## config.mk

```make
export PLATFORM = sky130hd
export DESIGN_NAME = saradc_sar_ctrl_flat
export DESIGN_NICKNAME = d
export VERILOG_FILES = /design/src/rtl/saradc_pkg.sv /design/src/rtl/saradc_sar_ctrl_if.sv /design/src/rtl/saradc_cnt.sv /design/src/rtl/saradc_sar_ctrl.sv /design/src/flat_wrapper.sv
export SDC_FILE = /design/constraint.sdc
export NUM_CORES = 1
export LEC_CHECK = 0
export ABC_AREA = 1
export CAP_MARGIN = 20
export CORE_MARGIN = 2
export CORE_UTILIZATION = 40
export CTS_BUF_LIST = sky130_fd_sc_hd__clkbuf_8 sky130_fd_sc_hd__clkbuf_16
export DETAILED_ROUTE_END_ITERATION = 16
export PLACE_DENSITY = 0.59
export SLEW_MARGIN = 15
export SYNTH_ARGS = -nofsm -noshare
export SYNTH_HDL_FRONTEND = slang
export SYNTH_HIERARCHICAL = 1
export SYNTH_SLANG_ARGS = --single-unit
```

## constraint.sdc

```tcl
create_clock -name clk -period 4.7 [get_ports clk]
set_clock_uncertainty 0.1 [all_clocks]
set_input_delay 0.94 -clock clk [delete_from_list [all_inputs] [get_ports clk]]
set_output_delay 0.94 -clock clk [all_outputs]
set_load 0.02 [all_outputs]
```

## src/rtl/saradc_pkg.sv

```systemverilog
// Shared SAR ADC controller definitions: FSM state encoding and default sizing.
// Latency: n/a (types and constants only).
// Backpressure: n/a.
package saradc_pkg;

    localparam int unsigned SARADC_NBITS_DEF         = 8;
    localparam int unsigned SARADC_SAMPLE_CYCLES_DEF = 2;
    // Wide enough for the largest legal sample window (15 cycles).
    localparam int unsigned SARADC_CNT_W             = 4;

    typedef enum logic [2:0] {
        ST_IDLE    = 3'd0,
        ST_SAMPLE  = 3'd1,
        ST_SETTLE  = 3'd2,
        ST_COMPARE = 3'd3,
        ST_DONE    = 3'd4
    } sar_state_e;

endpackage

```

## src/rtl/saradc_sar_ctrl_if.sv

```systemverilog
// Controller-side bus of the SAR ADC: start/result handshake plus analog drive/sense.
// Latency: n/a (wiring only).
// Backpressure: result_valid/result_ready handshake; optional cont with SARADC_SAR_CTRL_CONT_EN.
interface saradc_sar_ctrl_if #(
    parameter int unsigned NBITS = saradc_pkg::SARADC_NBITS_DEF
);
    logic             start;
    logic             cmp_out;
    logic             sample_en;
    logic [NBITS-1:0] dac_p;
    logic             cmp_en;
    logic [NBITS-1:0] result;
    logic             result_valid;
    logic             result_ready;
    logic             busy;

`ifdef SARADC_SAR_CTRL_CONT_EN
    logic             cont;

    modport master (
        input  start, cmp_out, result_ready, cont,
        output sample_en, dac_p, cmp_en, result, result_valid, busy
    );
    modport slave (
        output start, cmp_out, result_ready, cont,
        input  sample_en, dac_p, cmp_en, result, result_valid, busy
    );
`else
    modport master (
        input  start, cmp_out, result_ready,
        output sample_en, dac_p, cmp_en, result, result_valid, busy
    );
    modport slave (
        output start, cmp_out, result_ready,
        input  sample_en, dac_p, cmp_en, result, result_valid, busy
    );
`endif

endinterface

```

## src/rtl/saradc_cnt.sv

```systemverilog
// Loadable down-counter with zero flag, used to time the sample window.
// Latency: load/decrement take effect on the next clk edge; zero flag follows the register.
// Backpressure: none; decrement saturates at zero.
module saradc_cnt #(
    parameter int unsigned W = 4
) (
    input  logic         clk,
    input  logic         rst_n,
    input  logic         i_load,
    input  logic [W-1:0] i_load_val,
    input  logic         i_dec,
    output logic         o_zero
);
    logic [W-1:0] r_cnt;

    // Load has priority over decrement; never wrap below zero.
    always_ff @(posedge clk or negedge rst_n) begin
        if (!rst_n) begin
            r_cnt <= '0;
        end else if (i_load) begin
            r_cnt <= i_load_val;
        end else if (i_dec && (r_cnt != '0)) begin
            r_cnt <= r_cnt - W'(1);
        end
    end

    assign o_zero = (r_cnt == '0);

endmodule

```

## src/rtl/saradc_sar_ctrl.sv

```systemverilog
// SAR ADC controller: sample, then one SETTLE/COMPARE pair per bit from MSB to LSB.
// Latency: SAMPLE_CYCLES + 2*NBITS + 1 cycles from start accepted (start cycle counted) to result_valid.
// Backpressure: result held in DONE until result_ready; start ignored outside IDLE.
// Optional macro SARADC_SAR_CTRL_CONT_EN adds bus.cont: DONE goes straight to SAMPLE on handshake.
module saradc_sar_ctrl
    import saradc_pkg::*;
#(
    parameter int unsigned NBITS         = SARADC_NBITS_DEF,
    parameter int unsigned SAMPLE_CYCLES = SARADC_SAMPLE_CYCLES_DEF
) (
    input  logic              clk,
    input  logic              rst_n,
    saradc_sar_ctrl_if.master bus
);
    localparam int unsigned              IDX_W    = $clog2(NBITS);
    localparam logic [IDX_W-1:0]         IDX_MSB  = IDX_W'(NBITS - 1);
    localparam logic [SARADC_CNT_W-1:0]  CNT_LOAD = SARADC_CNT_W'(SAMPLE_CYCLES - 1);
    localparam logic [NBITS-1:0]         ONE      = NBITS'(1);

    sar_state_e       r_state, w_state_nxt;
    logic [NBITS-1:0] r_trial, w_trial_nxt;
    logic [IDX_W-1:0] r_idx, w_idx_nxt;
    logic [NBITS-1:0] r_result, w_result_nxt;
    logic [NBITS-1:0] w_bit_cur, w_bit_nxt;

    logic             r_sample_en, w_sample_en_nxt;
    logic             r_cmp_en, w_cmp_en_nxt;
    logic [NBITS-1:0] r_dac, w_dac_nxt;
    logic             r_valid, w_valid_nxt;
    logic             r_busy, w_busy_nxt;

    logic             w_restart;
    logic             w_begin;
    logic             w_cnt_dec;
    logic             w_cnt_zero;

`ifdef SARADC_SAR_CTRL_CONT_EN
    assign w_restart = bus.cont;
`else
    assign w_restart = 1'b0;
`endif

    // A new conversion launches on this edge (from IDLE, or directly from DONE in continuous mode).
    assign w_begin   = (w_state_nxt == ST_SAMPLE) && (r_state != ST_SAMPLE);
    assign w_cnt_dec = (r_state == ST_SAMPLE) && !w_cnt_zero;
    assign w_bit_cur = ONE << r_idx;
    assign w_bit_nxt = ONE << w_idx_nxt;

    saradc_cnt #(
        .W (SARADC_CNT_W)
    ) u_cnt (
        .clk        (clk),
        .rst_n      (rst_n),
        .i_load     (w_begin),
        .i_load_val (CNT_LOAD),
        .i_dec      (w_cnt_dec),
        .o_zero     (w_cnt_zero)
    );

    // State register.
    always_ff @(posedge clk or negedge rst_n) begin
        if (!rst_n) begin
            r_state <= ST_IDLE;
        end else begin
            r_state <= w_state_nxt;
        end
    end

    // Next-state decode; start only matters in IDLE.
    always_comb begin
        w_state_nxt = r_state;
        unique case (r_state)
            ST_IDLE:    if (bus.start) w_state_nxt = ST_SAMPLE;
            ST_SAMPLE:  if (w_cnt_zero) w_state_nxt = ST_SETTLE;
            ST_SETTLE:  w_state_nxt = ST_COMPARE;
            ST_COMPARE: w_state_nxt = (r_idx == '0) ? ST_DONE : ST_SETTLE;
            ST_DONE:    if (bus.result_ready) w_state_nxt = w_restart ? ST_SAMPLE : ST_IDLE;
            default:    w_state_nxt = ST_IDLE;
        endcase
    end

    // Successive-approximation datapath: the trial register holds only decided bits.
    always_comb begin
        w_trial_nxt  = r_trial;
        w_idx_nxt    = r_idx;
        w_result_nxt = r_result;
        if (w_begin) begin
            w_trial_nxt = '0;
            w_idx_nxt   = IDX_MSB;
        end else if (r_state == ST_COMPARE) begin
            if (bus.cmp_out) begin
                w_trial_nxt = r_trial | w_bit_cur;
            end
            if (r_idx == '0) begin
                w_result_nxt = w_trial_nxt;
            end else begin
                w_idx_nxt = r_idx - IDX_W'(1);
            end
        end
    end

    // Output decode from the next state so every output is a plain register.
    always_comb begin
        w_sample_en_nxt = 1'b0;
        w_cmp_en_nxt    = 1'b0;
        w_dac_nxt       = '0;
        w_valid_nxt     = 1'b0;
        w_busy_nxt      = (w_state_nxt != ST_IDLE);
        unique case (w_state_nxt)
            ST_SAMPLE:  w_sample_en_nxt = 1'b1;
            ST_SETTLE:  w_dac_nxt       = w_trial_nxt | w_bit_nxt;
            ST_COMPARE: begin
                w_dac_nxt    = w_trial_nxt | w_bit_nxt;
                w_cmp_en_nxt = 1'b1;
            end
            ST_DONE:    w_valid_nxt     = 1'b1;
            default:    ;
        endcase
    end

    // Datapath and output registers; reset clears every output immediately.
    always_ff @(posedge clk or negedge rst_n) begin
        if (!rst_n) begin
            r_trial     <= '0;
            r_idx       <= '0;
            r_result    <= '0;
            r_sample_en <= 1'b0;
            r_cmp_en    <= 1'b0;
            r_dac       <= '0;
            r_valid     <= 1'b0;
            r_busy      <= 1'b0;
        end else begin
            r_trial     <= w_trial_nxt;
            r_idx       <= w_idx_nxt;
            r_result    <= w_result_nxt;
            r_sample_en <= w_sample_en_nxt;
            r_cmp_en    <= w_cmp_en_nxt;
            r_dac       <= w_dac_nxt;
            r_valid     <= w_valid_nxt;
            r_busy      <= w_busy_nxt;
        end
    end

    assign bus.sample_en    = r_sample_en;
    assign bus.cmp_en       = r_cmp_en;
    assign bus.dac_p        = r_dac;
    assign bus.result       = r_result;
    assign bus.result_valid = r_valid;
    assign bus.busy         = r_busy;

endmodule

```

## src/flat_wrapper.sv

```systemverilog
// flat-port wrapper written by rule: the top's interface ports become plain ports
module saradc_sar_ctrl_flat import saradc_pkg::*;
#(
    parameter int unsigned NBITS         = SARADC_NBITS_DEF,
    parameter int unsigned SAMPLE_CYCLES = SARADC_SAMPLE_CYCLES_DEF
)
  (clk, rst_n, bus_start, bus_cmp_out, bus_result_ready, bus_sample_en, bus_dac_p, bus_cmp_en, bus_result, bus_result_valid, bus_busy);
  saradc_sar_ctrl_if #(.NBITS(NBITS)) bus_i ();
  input  logic clk;
  input  logic rst_n;
  input wire logic [$bits(bus_i.start)-1:0] bus_start;
  input wire logic [$bits(bus_i.cmp_out)-1:0] bus_cmp_out;
  input wire logic [$bits(bus_i.result_ready)-1:0] bus_result_ready;
  output wire logic [$bits(bus_i.sample_en)-1:0] bus_sample_en;
  output wire logic [$bits(bus_i.dac_p)-1:0] bus_dac_p;
  output wire logic [$bits(bus_i.cmp_en)-1:0] bus_cmp_en;
  output wire logic [$bits(bus_i.result)-1:0] bus_result;
  output wire logic [$bits(bus_i.result_valid)-1:0] bus_result_valid;
  output wire logic [$bits(bus_i.busy)-1:0] bus_busy;
  assign bus_i.start = bus_start;
  assign bus_i.cmp_out = bus_cmp_out;
  assign bus_i.result_ready = bus_result_ready;
  assign bus_sample_en = bus_i.sample_en;
  assign bus_dac_p = bus_i.dac_p;
  assign bus_cmp_en = bus_i.cmp_en;
  assign bus_result = bus_i.result;
  assign bus_result_valid = bus_i.result_valid;
  assign bus_busy = bus_i.busy;
  saradc_sar_ctrl #(.NBITS(NBITS), .SAMPLE_CYCLES(SAMPLE_CYCLES)) u_core (.clk(clk), .rst_n(rst_n), .bus(bus_i));
endmodule
```

==> metrics.md, run 1 <==
| Metric | Value |
|---|---|
| Status | `finished clean` |
| Tightest Pin Transition | `0.848 ns` |
| Sum Neg Setup Slack | `0 ns` |
| Pre-CTS setup slack | `1.80 ns` |
| Core Area | `4380 um^2` |
| Worst-path clk slew | `0.07 ns` |
| Maxcap violations | `0` |
| Share of cells above drive strength 1 | `0.0827` |
| First-pass GRT wire length | `5.97 mm` |
| Number of global-route vias before repair | `1308` |
| Rel. slew slack | `0.435` |
| Worst EP required | `4.79 ns` |
| Vias per inst | `4.68` |
| Final nets | `264` |
| Row cnt | `24` |
| Initial antenna violation count | `0` |
| Root buffer cell | `clkbuf_8` |
| Starting Density | `0.417` |
| Die W | `71.6 um` |
| Yosys warns | `6` |
| Power density cells | `697 nW/um^2` |
| Hold buffer count at CTS | `0` |
| DIE HEIGHT | `71.6 um` |
| Hold Fails Final Rpt | `0` |
| Switch share | `0.428` |
| CP Launch Type | `input pin` |
| Post-synth ARST share | `1.00` |
| Hold Path Class | `reg2reg` |
| Setup CP Type | `in2reg` |
| Mapped Area | `1830 um^2` |
| Final worst path period need | `2.56 ns` |
| Register area share after synthesis | `0.520` |
| #FFs+latches synth | `38` |
| P_leak | `1.18 nW` |
| Net Sw Power | `664 uW` |
| Final Power | `1.55 mW` |
| RSZ-0062 raised after global routing | `false` |
| Cell taking the most area after synthesis | `dfrtp_1` |
| Sink Count | `38` |
| Power share of the clock group | `0.166` |
| PortBufs | `24` |
| Synthesized instance count | `222` |
| Final Max Tran Viols | `0` |
| EDFF count, synth | `0` |
| Cell Int Power | `888 uW` |
| Fmax | `391 MHz` |
| Post-route DRC | `0` |
| Die area | `5130 um^2` |
| Leading post-synthesis cells by cell area | `dfrtp_1 52%, nand2_1 12%, inv_1 7.2%` |
| Grt ovf | `0` |
| Avg Cell Area, Syn | `8.23 um^2` |
| Area grow syn2layout | `21.8%` |
| CTS-repair resized insts | `0` |
| Worst Setup End Kind | `register` |
| Finished Layout Cells | `306` |
| Drt first-iter violations | `55` |
| CP Max Fanout | `12` |
| Hold_ws | `0.378 ns` |
| Final setup fails | `0` |
| Largest net degree at the start of global routing | `39` |
| H-tree Lvls | `2` |
| Top cells by count, synth | `57 x nand2_1, 38 x dfrtp_1, 35 x inv_1` |
| Vias after detailed routing | `1432` |
| Total Wirelength | `3.57 mm` |
| # fillers | `420` |
| DP Wirelength | `2.66 mm` |
| Placed Cells | `298` |
| Later-pin clock latency in the skew report | `0.29 ns` |
| GRT Util Overall | `0.154` |
| Most frequent cell after synthesis | `nand2_1` |
| Clock Tree Buf Depth | `2` |
| I/O pin total | `25` |
| Wire per inst | `11.7 um` |
| Worst EP arrival | `2.65 ns` |
| Combinational Power Share | `0.495` |
| Fin worst setup slack | `2.14 ns` |
| Fin crit share | `0.544` |
| Top FF cell, synth | `dfrtp_1` |
| Post-synthesis cell type count | `22` |
| Antenna fix cells | `0` |
| # Post-CTS Setup Buffers | `0` |
| Pre-Repair DR Iteration Count | `4` |
| Worst VDD drop | `260 uV` |
| ANT nets after route | `0` |
| Number of CTS-inserted buffers | `5` |
| CTS tree | `done` |
| Yosys top cell area share | `0.520` |
| Placer Congestion | `0.820` |
| Sequential share of power | `0.339` |
## critical path: stages
cell	delay [ns]
clkdlybuf4s50_1	0.46
nand4_1	0.43
inv_1	0.46
inv_2	0.12
nand3b_1	0.10
nand2_1	0.05
clkinv_1	0.04
nand2_1	0.04
## metal layers
| metal | GRT usage | wire (um) | up-vias |
|---|---|---|---|
| met4 | 0.0755 | 87 | 0 |
| met5 | 0 | 0 | - |
| li1 | - | - | 757 |
| met1 | 0.208 | 1720 | 641 |
| met3 | 0.0380 | 142 | 8 |
| met2 | 0.231 | 1620 | 26 |
## cell families (layout without fill, tap and decap cells)
family,count (synthesis),count (layout),synth area share
AND/OR/NAND/NOR,109,109,0.269
buffers and inverters,40,70,0.0883
flip-flops,38,38,0.520
AO/OA/AOI/OAI,27,27,0.0773
adder cells (fa/ha/maj),6,6,0.0411
other,2,4,0.00411
## power groups by stage
stage	sequential [mW]	combinational, mW	clock, mW
after floorplan	0.599	0.456	0
after global placement	0.532	0.769	0
after detailed placement	0.533	0.772	0
after CTS	0.527	0.777	0.267
after global routing	0.540	0.868	0.279
final	0.526	0.768	0.258
## worst paths after layout
check | from | to | slack [ns] | cells past startpoint
min reg2reg | u_core/bus.result[0] | u_core/bus.result[0] | 0.38 | 2
min in group asynchronous | rst_n | u_core/bus.dac_p[4] | 0.65 | 1
max | bus_start | u_core/u_cnt/r_cnt[3] | 2.14 | 8
min | u_core/bus.result[0] | u_core/bus.result[0] | 0.38 | 2
max reg2reg | u_core/r_state[2] | u_core/u_cnt/r_cnt[3] | 2.68 | 8
max in group asynchronous | rst_n | u_core/bus.busy | 3.32 | 1
## area by class of cell
class	instances	area (um^2)	area share
Multi-Input combinational cell	146	723	0.325
Sequential cell	38	951	0.427
Clock buffer	8	110	0.0494
Inverter	38	143	0.0640
Tap cell	52	65.1	0.0292
Timing Repair Buffer	24	235	0.106
## flip-flops by register name, indices dropped and copies added (netlist names)
name                     count
u_core/r_idx                 3
u_core/bus.dac_p             8
u_core/bus.sample_en         1
u_core/r_trial               8
u_core/bus.busy              1
u_core/bus.cmp_en            1
u_core/u_cnt/r_cnt           4
u_core/bus.result            8
u_core/bus.result_valid      1
u_core/r_state               3
## metrics by stage
stage          utilization  cell area (um^2)
5_1_grt              0.508              2230
4_1_cts              0.508              2230
2_1_floorplan            -              1840
3_3_place_gp         0.483              2120
6_report             0.508              2230
3_5_place_dp         0.483              2120
## placed cells by master, fill, tap and decap left out, drive strengths merged
cell type      synthesis  routed
nand2                 64      64
dfrtp                 38      38
clkinv                 1       1
clkdlybuf4s50          0      23
inv                   37      37
clkbuf                 0       8
o21ai                 10      10
a21oi                 12      12
nand3b                 2       2
conb                   2       4
ha                     6       6
nor2                  21      21
nand3                 16      16
nor3                   2       2
nand4                  4       4
a31oi                  5       5
buf                    2       1
(Power assumes the default switching activity.)
==> run 2, diff against run 1 <==
Settings changed: PLACE_DENSITY 0.59 to 0.62.
Clock period 4.7 ns to 2.3 ns, I/O delays scaled along.
==> run 2 against run 1 <==
Power increased by 110%. Non-clock buffer count rose by 3. Critical path type is now reg2reg. Highest routed layer unchanged. Die area unchanged. Design area grew 1.0%.
==> metrics.md, run 2 (synthesized netlist as in run 1, its figures left out) <==
| Metric | Value |
|---|---|
| Net Sw Power | `1.36 mW` |
| Post-route DRC | `0` |
| Antenna fix cells | `0` |
| Max incr delay on CP | `0.44 ns` |
| DP Wirelength | `2.77 mm` |
| PortBufs | `24` |
| Most common cell after layout, fill and taps aside | `nand2_1` |
| Combinational Power Share | `0.495` |
| Largest net degree at the start of global routing | `23` |
| Worst EP required | `2.41 ns` |
| Hold buffer count at CTS | `0` |
| Sink Count | `38` |
| Most frequent cells in the layout | `57 x nand2_1, 38 x dfrtp_1, 35 x inv_1, 23 x clkdlybuf4s50_1, 19 x nor2_1` |
| Final Max Tran Viols | `0` |
| First-pass GRT wire length | `6.40 mm` |
| Area grow syn2layout | `23.1%` |
| Bufs and invs on worst path | `3` |
| Number of CTS-inserted buffers | `5` |
| Number of global-route vias before repair | `1340` |
| Hold Path Class | `in2async` |
| Worst Setup End Kind | `register` |
| H-tree Lvls | `2` |
| Row cnt | `24` |
| Sum Neg Setup Slack | `0 ns` |
| Grt ovf | `0` |
| Setup CP Type | `reg2reg` |
| DIE HEIGHT | `71.6 um` |
| Pre-Repair DR Iteration Count | `4` |
| Final worst path period need | `1.92 ns` |
| Fin crit share | `0.834` |
| Finished Layout Cells | `309` |
| Power density cells | `1420 nW/um^2` |
| Core Area | `4380 um^2` |
| Area of the multi-input gates | `723 um^2` |
| Worst VDD drop | `611 uV` |
| GRT Util Overall | `0.164` |
| Critical Path Most Common Cell | `inv_1` |
| Drt first-iter violations | `71` |
| Sequential share of power | `0.339` |
| Vias per inst | `4.65` |
| I/O pin total | `25` |
| ANT nets after route | `0` |
| P_leak | `1.20 nW` |
| Status | `finished clean` |
| CP Max Fanout | `11` |
| Initial antenna violation count | `0` |
| Power share of the clock group | `0.166` |
| Placed Cells | `301` |
| Final nets | `267` |
| Register Area | `951 um^2` |
| Worst-path clk slew | `0.07 ns` |
| Switch share | `0.428` |
| Wire per inst | `12.1 um` |
| Die W | `71.6 um` |
| CP Launch Type | `register` |
| Maxcap violations | `0` |
| Later-pin clock latency in the skew report | `0.29 ns` |
| Hold_ws | `0.0294 ns` |
| RSZ-0062 raised after global routing | `false` |
| Total Wirelength | `3.73 mm` |
| Starting Density | `0.417` |
| Die area | `5130 um^2` |
| Share of cells above drive strength 1 | `0.0934` |
| Root buffer cell | `clkbuf_8` |
| Crit path max-delay family | `buffers and inverters` |
| Cell Int Power | `1.82 mW` |
| Final setup fails | `0` |
| Fmax | `521 MHz` |
| Crit path cell chain | `inv_1 > ha_1 > nand2_1 > inv_1 > nand2_2 > inv_1 > nor2_1 > a31oi_1` |
| CTS-repair resized insts | `0` |
| # fillers | `424` |
| Slowest cell on crit path | `dfrtp_1` |
| # Post-CTS Setup Buffers | `0` |
| Hold Fails Final Rpt | `0` |
| Worst EP arrival | `2.02 ns` |
| CTS tree | `done` |
| Placer Congestion | `0.787` |
| Clock Tree Buf Depth | `2` |
| Vias after detailed routing | `1437` |
-- run 2: per-stage QoR --
step / power, mW / setup slack (ns) / utilization / cell area (um^2)
after floorplan: 2.16 / 0.665 / - / 1840
final: 3.19 / 0.382 / 0.513 / 2250
after global routing: 3.49 / 0.136 / 0.513 / 2250
after detailed placement: 2.68 / 0.328 / 0.488 / 2140
after global placement: 2.66 / 0.345 / 0.488 / 2140
after CTS: 3.22 / 0.377 / 0.513 / 2250
-- run 2: path summary, 6_finish.rpt --
kind	slack (ns)	depth (start not counted)	from	endpoint
max	0.38	8	u_core/r_idx[0]	u_core/bus.result[2]
min	0.03	1	rst_n	u_core/bus.dac_p[5]
max reg2reg	0.38	8	u_core/r_idx[0]	u_core/bus.result[2]
min reg2reg	0.38	2	u_core/bus.result[0]	u_core/bus.result[0]
max in group asynchronous	1.54	2	rst_n	u_core/bus.cmp_en
min in group clk	0.38	2	u_core/bus.result[0]	u_core/bus.result[0]
-- run 2: cell type report --
cell class	instances	area share
sequential	38	0.423
multi-input combinational	146	0.321
timing repair buffer	27	0.115
inverter	38	0.0634
clock buffer	8	0.0489
tap	52	0.0289
-- run 2: power groups by stage --
| stage | combinational (mW) | sequential [mW] | clock, mW |
|---|---|---|---|
| floorplan | 0.932 | 1.22 | 0 |
| global placement | 1.57 | 1.09 | 0 |
| detailed placement | 1.58 | 1.09 | 0 |
| CTS | 1.59 | 1.08 | 0.549 |
| global route | 1.79 | 1.12 | 0.576 |
| finish | 1.58 | 1.08 | 0.528 |
-- run 2: layer usage --
layer / part of all wire / vias up / GRT usage
li1: - / 757 / -
met1: 0.49 / 647 / 0.224
met2: 0.45 / 28 / 0.251
met3: 0.039 / 5 / 0.0380
met4: 0.019 / 0 / 0.0692
met5: 0 / - / 0
